<file path="config.mk">
export PLATFORM = sky130hd
export DESIGN_NAME = uart_tx_ctrl
export DESIGN_NICKNAME = d
export VERILOG_FILES = /design/src/rtl/uart_pkg.sv /design/src/rtl/parity_gen.sv /design/src/rtl/uart_tx_ctrl.sv
export SDC_FILE = /design/constraint.sdc
export NUM_CORES = 1
export LEC_CHECK = 0
export BUFFER_PORTS_ARGS = -buffer_cell sky130_fd_sc_hd__buf_4
export CAP_MARGIN = 20
export CORE_UTILIZATION = 55
export CTS_CLUSTER_SIZE = 30
export DETAILED_ROUTE_END_ITERATION = 12
export PLACE_DENSITY_LB_ADDON = 0.25
export SETUP_SLACK_MARGIN = 0.02
export SYNTH_ARGS = -nofsm -noshare
export SYNTH_HDL_FRONTEND = slang
export SYNTH_SLANG_ARGS = --single-unit
</file>
<file path="constraint.sdc">
create_clock -name clk -period 2.2 [get_ports clk]
set_input_delay 0.33 -clock clk [delete_from_list [all_inputs] [get_ports clk]]
set_output_delay 0.33 -clock clk [all_outputs]
set_load 0.01 [all_outputs]
</file>
<file path="src/rtl/uart_pkg.sv">
// ============================================================================
// Module      : uart_pkg
// Description : Shared UART transmit types and line-level constants.
// Revision    : 1.0 - initial release
// ============================================================================
`default_nettype none

package uart_pkg;

    typedef enum logic [2:0] {
        IDLE   = 3'd0,
        START  = 3'd1,
        DATA   = 3'd2,
        PARITY = 3'd3,
        STOP   = 3'd4
    } tx_state_e;

    localparam logic PARITY_EVEN = 1'b0;
    localparam logic PARITY_ODD  = 1'b1;

    localparam logic LINE_IDLE = 1'b1;
    localparam logic START_BIT = 1'b0;

endpackage

`default_nettype wire

</file>
<file path="src/rtl/parity_gen.sv">
// ============================================================================
// Module      : parity_gen
// Description : Combinational even-parity (XOR reduction) of a data word.
// Revision    : 1.0 - initial release
// ============================================================================
`default_nettype none

module parity_gen #(
    parameter int WIDTH = 8
) (
    input  logic [WIDTH-1:0] data_i,
    output logic             parity_o
);

    assign parity_o = ^data_i;

endmodule

`default_nettype wire

</file>
<file path="src/rtl/uart_tx_ctrl.sv">
// ============================================================================
// Module      : uart_tx_ctrl
// Description : UART transmitter: valid/ready word in, LSB-first framed serial out.
// Revision    : 1.0 - initial release
// ============================================================================
`default_nettype none

module uart_tx_ctrl #(
    parameter int WIDTH        = 8,
    parameter int CLKS_PER_BIT = 16,
    parameter int PARITY_EN    = 1,
    parameter int PARITY_ODD   = 0,
    parameter int STOP_BITS    = 1
) (
    input  logic             clk,
    input  logic             rst,
    input  logic [WIDTH-1:0] tx_data,
    input  logic             tx_valid,
    output logic             tx_ready,
    output logic             tx_out,
    output logic             busy,
    output logic             tx_done
);

    import uart_pkg::*;

    localparam int CNT_W = $clog2(CLKS_PER_BIT);
    localparam int IDX_W = ($clog2(WIDTH) > 1) ? $clog2(WIDTH) : 1;

    localparam logic [CNT_W-1:0] CNT_MAX   = CNT_W'(CLKS_PER_BIT - 1);
    localparam logic [IDX_W-1:0] DATA_LAST = IDX_W'(WIDTH - 1);
    localparam logic [IDX_W-1:0] STOP_LAST = IDX_W'(STOP_BITS - 1);
    localparam logic             PAR_SEL   = (PARITY_ODD != 0) ? uart_pkg::PARITY_ODD
                                                               : uart_pkg::PARITY_EVEN;

    tx_state_e        state_q;
    logic [CNT_W-1:0] bit_cnt_q;
    logic [IDX_W-1:0] bit_idx_q;
    logic [WIDTH-1:0] shift_q;
    logic [WIDTH-1:0] word_q;
    logic             tx_out_q;
    logic             busy_q;
    logic             done_q;
    logic             w_parity;
    logic             w_parity_bit;

    // Parity always comes from the word captured at handshake, not live input.
    parity_gen #(
        .WIDTH (WIDTH)
    ) u_parity_gen (
        .data_i   (word_q),
        .parity_o (w_parity)
    );

    assign w_parity_bit = w_parity ^ PAR_SEL;

    assign tx_ready = (state_q == IDLE) && !rst;
    assign tx_out   = tx_out_q;
    assign busy     = busy_q;
    assign tx_done  = done_q;

    // tx_out is registered and loaded with the value of the upcoming bit on
    // the edge that enters it, so the line changes exactly at bit boundaries.
    always_ff @(posedge clk) begin
        if (rst) begin
            state_q   <= IDLE;
            bit_cnt_q <= '0;
            bit_idx_q <= '0;
            shift_q   <= '0;
            word_q    <= '0;
            tx_out_q  <= LINE_IDLE;
            busy_q    <= 1'b0;
            done_q    <= 1'b0;
        end else begin
            done_q <= 1'b0;
            if (state_q == IDLE) begin
                if (tx_valid) begin
                    shift_q   <= tx_data;
                    word_q    <= tx_data;
                    state_q   <= START;
                    tx_out_q  <= START_BIT;
                    busy_q    <= 1'b1;
                    bit_cnt_q <= '0;
                    bit_idx_q <= '0;
                end
            end else if (bit_cnt_q != CNT_MAX) begin
                bit_cnt_q <= bit_cnt_q + CNT_W'(1);
            end else begin
                bit_cnt_q <= '0;
                case (state_q)
                    START: begin
                        state_q  <= DATA;
                        tx_out_q <= shift_q[0];
                        shift_q  <= shift_q >> 1;
                    end
                    DATA: begin
                        if (bit_idx_q == DATA_LAST) begin
                            bit_idx_q <= '0;
                            if (PARITY_EN != 0) begin
                                state_q  <= PARITY;
                                tx_out_q <= w_parity_bit;
                            end else begin
                                state_q  <= STOP;
                                tx_out_q <= LINE_IDLE;
                            end
                        end else begin
                            bit_idx_q <= bit_idx_q + IDX_W'(1);
                            tx_out_q  <= shift_q[0];
                            shift_q   <= shift_q >> 1;
                        end
                    end
                    PARITY: begin
                        state_q  <= STOP;
                        tx_out_q <= LINE_IDLE;
                    end
                    STOP: begin
                        if (bit_idx_q == STOP_LAST) begin
                            bit_idx_q <= '0;
                            state_q   <= IDLE;
                            busy_q    <= 1'b0;
                            done_q    <= 1'b1;
                        end else begin
                            bit_idx_q <= bit_idx_q + IDX_W'(1);
                        end
                        tx_out_q <= LINE_IDLE;
                    end
                    default: begin
                        state_q  <= IDLE;
                        busy_q   <= 1'b0;
                        tx_out_q <= LINE_IDLE;
                    end
                endcase
            end
        end
    end

endmodule

`default_nettype wire
</file>
==> results.ini <==
[clock_tree]
clock_latency_ps = 340
ctsHoldBuffers = 0
cts_made_buffers = 5
cts_max_path_buffers = 2
cts_tree = done
clock-root-buffer = clkbuf_4
postCtsSetupBuffers = 0
cts_resized = 0
numClockSinks = 29
htree_levels = 2
clk_pin_slew_ps = 100

[yosys]
ys_seq_elements = 29
synth_cell_types = 44
ys_seq_area_share_pct = 38.1
synth_fp_nets = 187
syn_avg_cell_area_um2 = 8.87
netlist_area_um2 = 1530
async_reset_ff_share_pct = 0
synth-main-ff-cell = dfxtp_1
synth_edf_count = 0
ys_warn_count = 0
post_synth_inst_count = 172

[global_route]
first_global_vias = 1108
grt_usage_pct = 23.8
grt_pass1_wl_mm = 4.85
grt_overflow = 0
grt_max_degree = 31
antenna_found_initial = 0

[worst_hold_path]
hp-class = input port to register
min_from = tx_data[5]

[route]
via_per_inst = 6.11
routed_wl_mm = 3.17
first_pass_iters = 4
wl_per_cell_um = 14.8
drc = 0
postRouteAntennaNets = 0
via_count = 1307
drt_iter0_markers = 37

[finish]
syn2layout_area_growth_pct = 11.2
layout-drive-gt1-share_pct = 19.0
diodes = 0
nets = 198

[floorplanning]
dieArea_um2 = 2990
pin_count = 15
initial_utilization_pct = 59.9
row_count = 18
die_w_um = 54.7
die_y_um = 54.7
core_um2 = 2540

[critical_path]
criticalPathCategory = register to output pin
cp.required_ps = 1870
critPathMaxStageDelay_ps = 600
crit_fanout = 13
cp.arrival_ps = 1670
cpMaxStageDelayCell = or3_1
crit_start = state_q[0]
crit_path_start_kind = register
endpoint_kind = output pin
path_cells = or3_1 > nor2_1 > buf_4
r2r-start = state_q[0]

[sta]
tightest_slew_ps = 475
drv_slew = 0
hold_viol_final = 0
fin_crit_sh_pct = 90.9
finalCriticalPeriod_ps = 2000
fin_tns_setup_ps = 0
setup_viol = 0
clock.fmax_ghz = 0.500
fin_skew_ps = 15.0
slew-limit-headroom_pct = 68.2
rsz0062_at_grt = no
layout_setup_ws_ps = 200

[placement]
numPortBuffers = 14
dp_hpwl_mm = 2.25
gp_congestion = 0.811
place_ws_ps = 346

[run]
maxCapViolations = 0

[power]
power.density_nw_per_um2 = 733
peakVddDrop_v = 0.000666
p_leak_nw = 0.672
power_w = 0.00124

[run_status]
outcome = finished clean

==> state kept, by name (all words and copies together) (netlist names) <==
name,cells
busy,1
tx_out,1
tx_done,1
state_q,3
bit_cnt_q,4
shift_q,8
bit_idx_q,3
word_q,8
==> critical path: cells and delay by family, from the launching register on <==
kind | cells | cell delay [ps]
buf+inv | 1 | 130
simple gates | 2 | 750
flops | 1 | 450
==> layer usage <==
layer,vias up,part of all wire [%],GRT usage (%)
li1,647,-,-
met1,615,47,29.3
met2,37,47,36.3
met3,8,4.2,6.11
met4,0,2.2,15.0
met5,-,0,0
==> cells in the mapped netlist, types with 2 or more instances <==
master | n | area [um^2]
ha_1 | 4 | 50.1
nor2b_1 | 5 | 31.3
buf_6 | 2 | 22.5
a31o_1 | 4 | 35.0
mux2_2 | 2 | 22.5
or3_1 | 3 | 18.8
nor3b_1 | 2 | 15.0
nor2_1 | 8 | 30.0
a21oi_1 | 16 | 80.1
and3_1 | 3 | 18.8
dfxtp_1 | 29 | 581
buf_4 | 3 | 22.5
nand3b_1 | 4 | 30.0
a2111oi_0 | 8 | 70.1
a31o_2 | 5 | 43.8
nand3_1 | 3 | 15.0
inv_1 | 4 | 15.0
clkbuf_1 | 5 | 18.8
xnor2_1 | 7 | 61.3
mux2i_1 | 7 | 70.1
o21ai_0 | 5 | 25.0
nor3_1 | 2 | 10.0
nand2_1 | 20 | 75.1
==> final timing paths <==
kind | endpoint | slack, ps | cells past startpoint
worst min-delay path | word_q[5] | 240 | 3
worst max register to register | shift_q[6] | 340 | 4
worst max-delay path | tx_ready | 200 | 3
worst min register to register | word_q[6] | 470 | 2
==> through the flow <==
step	utilization, %	hold WS (ps)	area, um^2	cells
after floorplan	-	449	1530	172
after global placement	63.3	457	1610	206
after detailed placement	63.3	463	1610	206
after CTS	66.6	231	1700	214
after global routing	66.6	239	1700	214
final	66.6	237	1700	214
==> report_power, final <==
part,leakage [nW],switching (W),internal (W)
logic,0.390,0.000104,0.0000925
clock network,0.0455,0.000192,0.000271
registers,0.237,0.0000265,0.000558
==> final cells by class <==
| class | instances | area (um^2) |
|---|---|---|
| Timing Repair Buffer | 16 | 120 |
| Clock buffer | 7 | 55.1 |
| Fill cell | 215 | 850 |
| Multi-Input combinational cell | 127 | 857 |
| Sequential cell | 29 | 581 |
| Clock inverter | 1 | 30.0 |
| Inverter | 4 | 15.0 |
| Tap cell | 30 | 37.5 |
==> layout by cell type (no fill, tap or decap), types with 3 or more instances in the layout <==
| cell type | n |
|---|---|
| nor2_1 | 8 |
| o21ai_0 | 5 |
| a21oi_1 | 16 |
| buf_4 | 16 |
| or3_1 | 3 |
| inv_1 | 4 |
| nor2b_1 | 5 |
| nand2_1 | 20 |
| a31o_2 | 5 |
| clkbuf_4 | 5 |
| and3_1 | 3 |
| a2111oi_0 | 8 |
| a31o_1 | 4 |
| xnor2_1 | 7 |
| ha_1 | 4 |
| dfxtp_1 | 29 |
| nand3_1 | 3 |
| mux2i_1 | 7 |
| nand3b_1 | 4 |
==> cells by family (layout without fill, tap and decap cells) <==
group                    count (synthesis)  after routing  synth area share (%)
AND/OR/NAND/NOR                         59             59                  21.2
AO/OA/AOI/OAI                           48             48                  21.6
flip-flops                              29             29                  38.1
buffers and inverters                   16             28                  5.74
multiplexers                             9              9                  6.07
XOR/XNOR                                 7              7                  4.02
adder cells (fa/ha/maj)                  4              4                  3.28
(Power assumes the default switching activity.)
